**config.mk**
```make
export PLATFORM = sky130hd
export DESIGN_NAME = div_unit
export DESIGN_NICKNAME = d
export VERILOG_FILES = /design/src/rtl/div_unit.sv
export SDC_FILE = /design/constraint.sdc
export NUM_CORES = 1
export LEC_CHECK = 0
export CORE_MARGIN = 4
export CORE_UTILIZATION = 30
export DETAILED_ROUTE_END_ITERATION = 12
export SYNTH_ARGS = -nofsm -noshare
export SYNTH_HDL_FRONTEND = slang
export SYNTH_SLANG_ARGS = --single-unit
```
**constraint.sdc**
```tcl
create_clock -name clk -period 8.7 [get_ports clk]
set_input_delay 0.87 -clock clk [delete_from_list [all_inputs] [get_ports clk]]
set_output_delay 0.87 -clock clk [all_outputs]
set_load 0.02 [all_outputs]
```
**src/rtl/div_unit.sv**
```systemverilog
// Multicycle signed restoring divider: magnitudes are divided MSB-first, one
// quotient bit per clock, and the signs are re-applied in a final cycle.
module div_unit #(
  parameter int WIDTH = 32
) (
  input  logic             clk,
  input  logic             reset,
  input  logic [WIDTH-1:0] a,
  input  logic [WIDTH-1:0] b,
  input  logic             div_control,
  output logic [WIDTH-1:0] hi,
  output logic [WIDTH-1:0] lo,
  output logic             div_end,
  output logic             div_zero,
  output logic             busy
);

  localparam int CW = $clog2(WIDTH);

  typedef enum logic [1:0] {
    IDLE = 2'd0,
    CALC = 2'd1,
    FIN  = 2'd2
  } state_e;

  state_e           state_q;
  logic [CW-1:0]    count_q;
  logic [WIDTH-1:0] dvd_q, dvs_q, rem_q;
  logic [WIDTH-1:0] hi_q, lo_q;
  logic             q_neg_q, r_neg_q;
  logic             div_end_q, div_zero_q, busy_q;

  logic [WIDTH:0]   shifted_s, diff_s;
  logic [WIDTH-1:0] rem_d, dvd_d, a_mag_d, b_mag_d, lo_d, hi_d;

  // One restoring step; the dividend register fills with quotient bits as it drains.
  always_comb begin
    shifted_s = {rem_q, dvd_q[WIDTH-1]};
    diff_s    = shifted_s - {1'b0, dvs_q};
    rem_d     = shifted_s[WIDTH-1:0];
    dvd_d     = {dvd_q[WIDTH-2:0], 1'b0};
    if (!diff_s[WIDTH]) begin
      rem_d = diff_s[WIDTH-1:0];
      dvd_d = {dvd_q[WIDTH-2:0], 1'b1};
    end else begin
      rem_d = shifted_s[WIDTH-1:0];
      dvd_d = {dvd_q[WIDTH-2:0], 1'b0};
    end
    if (a[WIDTH-1]) begin
      a_mag_d = -a;
    end else begin
      a_mag_d = a;
    end
    if (b[WIDTH-1]) begin
      b_mag_d = -b;
    end else begin
      b_mag_d = b;
    end
    if (q_neg_q) begin
      lo_d = -dvd_q;
    end else begin
      lo_d = dvd_q;
    end
    if (r_neg_q) begin
      hi_d = -rem_q;
    end else begin
      hi_d = rem_q;
    end
  end

  // Control FSM with registered results and handshake pulses.
  always_ff @(posedge clk or negedge reset) begin
    if (!reset) begin
      state_q    <= IDLE;
      count_q    <= '0;
      dvd_q      <= '0;
      dvs_q      <= '0;
      rem_q      <= '0;
      hi_q       <= '0;
      lo_q       <= '0;
      q_neg_q    <= 1'b0;
      r_neg_q    <= 1'b0;
      div_end_q  <= 1'b0;
      div_zero_q <= 1'b0;
      busy_q     <= 1'b0;
    end else begin
      div_end_q  <= 1'b0;
      div_zero_q <= 1'b0;
      case (state_q)
        IDLE: begin
          if (div_control) begin
            if (b == '0) begin
              div_zero_q <= 1'b1;
              div_end_q  <= 1'b1;
            end else begin
              dvd_q   <= a_mag_d;
              dvs_q   <= b_mag_d;
              q_neg_q <= a[WIDTH-1] ^ b[WIDTH-1];
              r_neg_q <= a[WIDTH-1];
              rem_q   <= '0;
              count_q <= '0;
              busy_q  <= 1'b1;
              state_q <= CALC;
            end
          end
        end
        CALC: begin
          rem_q   <= rem_d;
          dvd_q   <= dvd_d;
          count_q <= count_q + CW'(1);
          if (count_q == CW'(WIDTH - 1)) begin
            state_q <= FIN;
          end
        end
        FIN: begin
          lo_q      <= lo_d;
          hi_q      <= hi_d;
          div_end_q <= 1'b1;
          busy_q    <= 1'b0;
          state_q   <= IDLE;
        end
        default: begin
          busy_q  <= 1'b0;
          state_q <= IDLE;
        end
      endcase
    end
  end

  assign hi       = hi_q;
  assign lo       = lo_q;
  assign div_end  = div_end_q;
  assign div_zero = div_zero_q;
  assign busy     = busy_q;

endmodule
```
# Word-level counts from Yosys, hierarchy flattened
# Index checks and enable logic that the tools add are counted.
# word_totals
output_inout_bits	67
reg_bits	172
input_bits	67
word_cells	60
# op_classes
muxes	26
bitwise_logic	3
addsub	6
eq_ne	6
n_reduce_logical	7
# op_table
op	count
32-bit 2-to-1 mux	9
32-bit negation	4
32-bit one-hot mux with 2 select lines	2
33-bit by 32-bit subtractor with 33-bit output	1
32-bit logical NOT	1
3-bit AND reduction	4
5-bit 2-to-1 mux	2
5-bit one-hot mux with 2 select lines	1
1-bit 2-to-1 mux	6
2-bit 2-to-1 mux	3
2-bit inequality test (second input constant)	3
5-bit by 1-bit adder with 5-bit output (second input constant)	1
5-bit equality test (second input constant)	1
1-bit one-hot mux with 2 select lines	2
2-bit one-hot mux with 2 select lines	1
2-bit by 1-bit equality test with 1-bit output (second input constant)	1
2-bit equality test (second input constant)	1
2-bit logical NOT	1
1-bit inverter	2
2-bit nonzero test	1
1-bit bitwise XOR	1

# Depth between registers and ports, before layout
# logic_depth
ltp_word	5
ltp_mapped	12
mapped_depth_nobuf	11

# Worst setup path after synthesis
# OpenSTA, ideal clock, no wires.
# synth_timing
path_type	reg-to-reg
start	register dvd_q[31]
end	register rem_q[14]
arrival_ps	2804
stages_incl_launch_ff	13
n_path_buf	1
setup_time_ps	140
period_less_slack_ps	2944
setup_slack_ps	5756
required_time_ps	8560
path_cell_list	dfrtp_1 > inv_1 > ha_1 > fa_1 > nor2b_1 > o31a_1 > o2111ai_1 > a31o_2 > a2111o_1 > o211ai_4 > buf_4 > mux2i_1 > o22ai_1
# synth_between
elab_chain_len	3
# synth_lines
item	line	text
start: declaration	28	logic [WIDTH-1:0] dvd_q, dvs_q, rem_q;
start signal: assignment	96	dvd_q <= a_mag_d;
start signal: assignment	109	dvd_q <= dvd_d;
33-bit by 32-bit subtractor with 33-bit output	39	diff_s = shifted_s - {1'b0, dvs_q};
32-bit 2-to-1 mux	42	if (!diff_s[WIDTH]) begin
32-bit one-hot mux with 2 select lines	89	case (state_q)
end signal: assignment	108	rem_q <= rem_d;
end: declaration	28	
# No other way between the ends.
# A chain may end at the register's enable or synchronous reset.

# Final worst setup path
# layout_timing
start	input b[25]
end	register rem_q[27]
# layout_between
elab_chain_len	3
# layout_lines
item	line	text
start: declaration	9	input logic [WIDTH-1:0] b,
32-bit logical NOT	92	if (b == '0) begin
2-bit inequality test (no line)	n/a	
3-bit AND reduction (no line)	n/a	
# No other way between the ends.

==> results.md <==
- Outcome: finished clean
- Seq cells post-synth: 172
- Pwr dens: 403 mW/mm^2
- Bufs on Longest Clock Path: 2
- Worst setup SP type: primary input
- Setup crit end kind: flip-flop
- NumNets Final: 1557
- Final setup violation count: 0
- CTS buffer count: 17
- Clock Power Share: 13.9%
- Setup slack, reg-to-reg: 4940 ps
- Proportion of layout cells with a drive suffix above 1: 4.78%
- DRC Markers: 0
- Drt first-iter violations: 675
- Final Power: 5.58 mW
- HP Start: hi[17]
- Layout Cells excl Fill: 1975
- Worst hold path type: flip-flop to flip-flop
- Slew @ Worst Pin: 1120 ps
- Setup Fix Bufs, Post-CTS: 0
- Via count: 9980
- Sequential Power Share: 29.3%
- Inst Count DP: 1943
- Critical path arrival: 4730 ps
- Post-synth top area cell: dfrtp_1
- Clock sink count: 172
- Most frequent cells in the layout: nand2_1, dfrtp_1, o21ai_0, clkdlybuf4s50_1, xor2_1
- Number of diodes: 0
- Final Hold Viols: 0
- Placer Congestion: 0.898
- Worst VDD drop: 0.167 mV
- WP data required: 9070 ps
- Final Routed Wirelength: 33200 um
- Initial antenna violation count: 1
- Ys async rst share: 100%
- FMAX: 229 MHz
- Synth top area share: 37.5%
- R2R cell count: 12
- Register Area: 0.00430 mm^2
- Final period utilization: 50.1%
- Clk_skew: 12.2 ps
- Mapped Cells: 1365
- CTS tree: done
- I/O pin total: 134
- Static Leak: 5.76 nW
- Die area: 0.0415 mm^2
- Ys Warns: 0
- Slew HR: 25.1%
- Multi-input logic area: 0.00666 mm^2
- Max Cap Violations: 0
- Sequential area share after synthesis: 37.5%
- Chip width: 204 um
- Grt total ovfl: 0
- Syn Std Cell Area: 0.0115 mm^2
- First-pass GRT wire length: 53500 um
- DRT antenna net count: 0
- Sw Ratio: 46.9%
- Pre-Repair DR Iteration Count: 5
- R2r endpoint: rem_q[26]
- Vias in the first global route: 9328
- Synthesized Nets: 1471
- Die Span Y: 204 um
- Setup CP Type: primary input to flip-flop
- Worst skew pair latency: 450 ps
- Unique masters post-synth: 70
- Core area: 0.0377 mm^2
- Fillcell total: 3955
- Hpwl dp: 25700 um
- Max-slew violations: 0
- CTS Hold Buffers Added: 0
- RSZ-0062 raised after global routing: no
- CTS clk-pin slew, worst paths: 70 ps
- FF-to-FF Start: dvd_q[31]
- Gr usage total: 15.9%
- Crit path to: rem_q[27]
- Post_cts resized: 0
- Combinational Power Share: 56.8%
- WL/cell: 16.8 um
- Top FF cell, synth: dfrtp_1
- Clock root buffer: clkbuf_16
- Psw: 2.61 mW
- Setup TNS: 0 ps
- Area delta synth->final: 20.4%
- CP Launch Point: b[25]
- Post-synth EDFFs: 0
- Initial Utilization: 30.5%
- Row Count: 71
- Port-buffer cells: 133
- Area contributors post-synth: dfrtp_1, o21ai_0, xor2_1, nand2_1, ha_1
- Final min period: 4360 ps
- Most common cell after layout, fill and taps aside: nand2_1
- Avg Cell Area, Syn: 8.41 um^2
- CP max FO: 30
- Int Pwr: 2.96 mW
- H-tree depth: 4
- Post-DR vias/cell: 5.05
- Largest net degree at the start of global routing: 130
metrics by stage:
stage	setup slack, ps	hold slack (ps)	instance area, um^2	util (%)
after global routing	4070	500	13800	36.7
after CTS	4240	485	13800	36.7
after floorplan	5760	454	11500	-
after global placement	3800	460	13200	35.1
final	4340	478	13800	36.7
after detailed placement	3770	469	13200	35.1
power groups by stage:
stage          clock [mW]  combinational (mW)  sequential, mW
4_1_cts             0.803                3.18            1.62
2_1_floorplan           0                2.12            1.65
3_5_place_dp            0                3.17            1.64
5_1_grt             0.833                3.54            1.69
3_3_place_gp            0                3.14            1.62
6_report            0.777                3.17            1.63
registers in the layout, summed over array words and instances, names as in the netlist, 2 cells and up:
register  count
count_q       5
dvd_q        32
rem_q        32
lo           32
state_q       2
hi           32
dvs_q        32
kinds of logic after synthesis:
group,after synthesis,synth area share [%]
flip-flops,172,37.5
AO/OA/AOI/OAI,402,21.9
buffers and inverters,131,4.61
AND/OR/NAND/NOR,454,18.7
adder cells (fa/ha/maj),39,4.32
multiplexers,26,2.27
XOR/XNOR,141,10.8
worst max-delay path, cell delays in order:
cell,delay [ps]
clkdlybuf4s50_1,480
or4_1,580
nor4b_1,440
nand3_1,300
o21ai_1,220
buf_4,280
a21o_1,770
buf_4,460
nand2_1,100
o21ai_0,70
o21bai_1,120
cell usage after synthesis (3+ instances only):
library cell,number
nand2_1,210
dfrtp_1,172
o21ai_0,166
xor2_1,94
a21oi_1,69
nor2_1,67
clkbuf_1,54
inv_1,53
xnor2_1,47
ha_1,38
nor3_1,38
o31ai_1,30
mux2i_1,26
nand3_1,24
o21ai_1,22
o41ai_1,17
or4_1,17
nand4_1,16
buf_2,15
nand2b_1,15
a22oi_1,12
or3_1,12
o211ai_1,11
nor2b_1,10
a211oi_1,9
and2_1,9
o21a_1,9
a21o_1,7
and3_1,6
buf_1,6
nor4_1,6
a31oi_1,5
nand4b_1,5
o22ai_1,5
o21bai_1,4
o31ai_2,4
or2_2,4
a22o_1,3
and4_1,3
nor4b_1,3
o31a_1,3
or4_4,3
worst min-delay path by stage:
stage,slack (ps),endpoint,cells after the start
3_3_place_gp,460,lo[16],2
2_1_floorplan,450,dvs_q[0],2
6_report,480,hi[17],2
4_1_cts,490,lo[17],2
3_5_place_dp,470,lo[17],2
5_1_grt,500,hi[17],2
cell type report:
cell class	count	share of cell area (%)
clock buffer	17	3.08
clock inverter	15	1.23
inverter	53	1.44
multi-input combinational	1062	48.2
sequential	172	31.1
tap	511	4.63
timing repair buffer	145	10.3
metal layers:
metal / vias up / track usage [%] / part of all wire, %
li1: 5050 / - / -
met1: 4679 / 25.5 / 54
met2: 226 / 22.5 / 41
met3: 23 / 2.32 / 4.0
met4: 2 / 3.37 / 0.98
met5: - / 0 / 0.060
(Power assumes the default switching activity.)
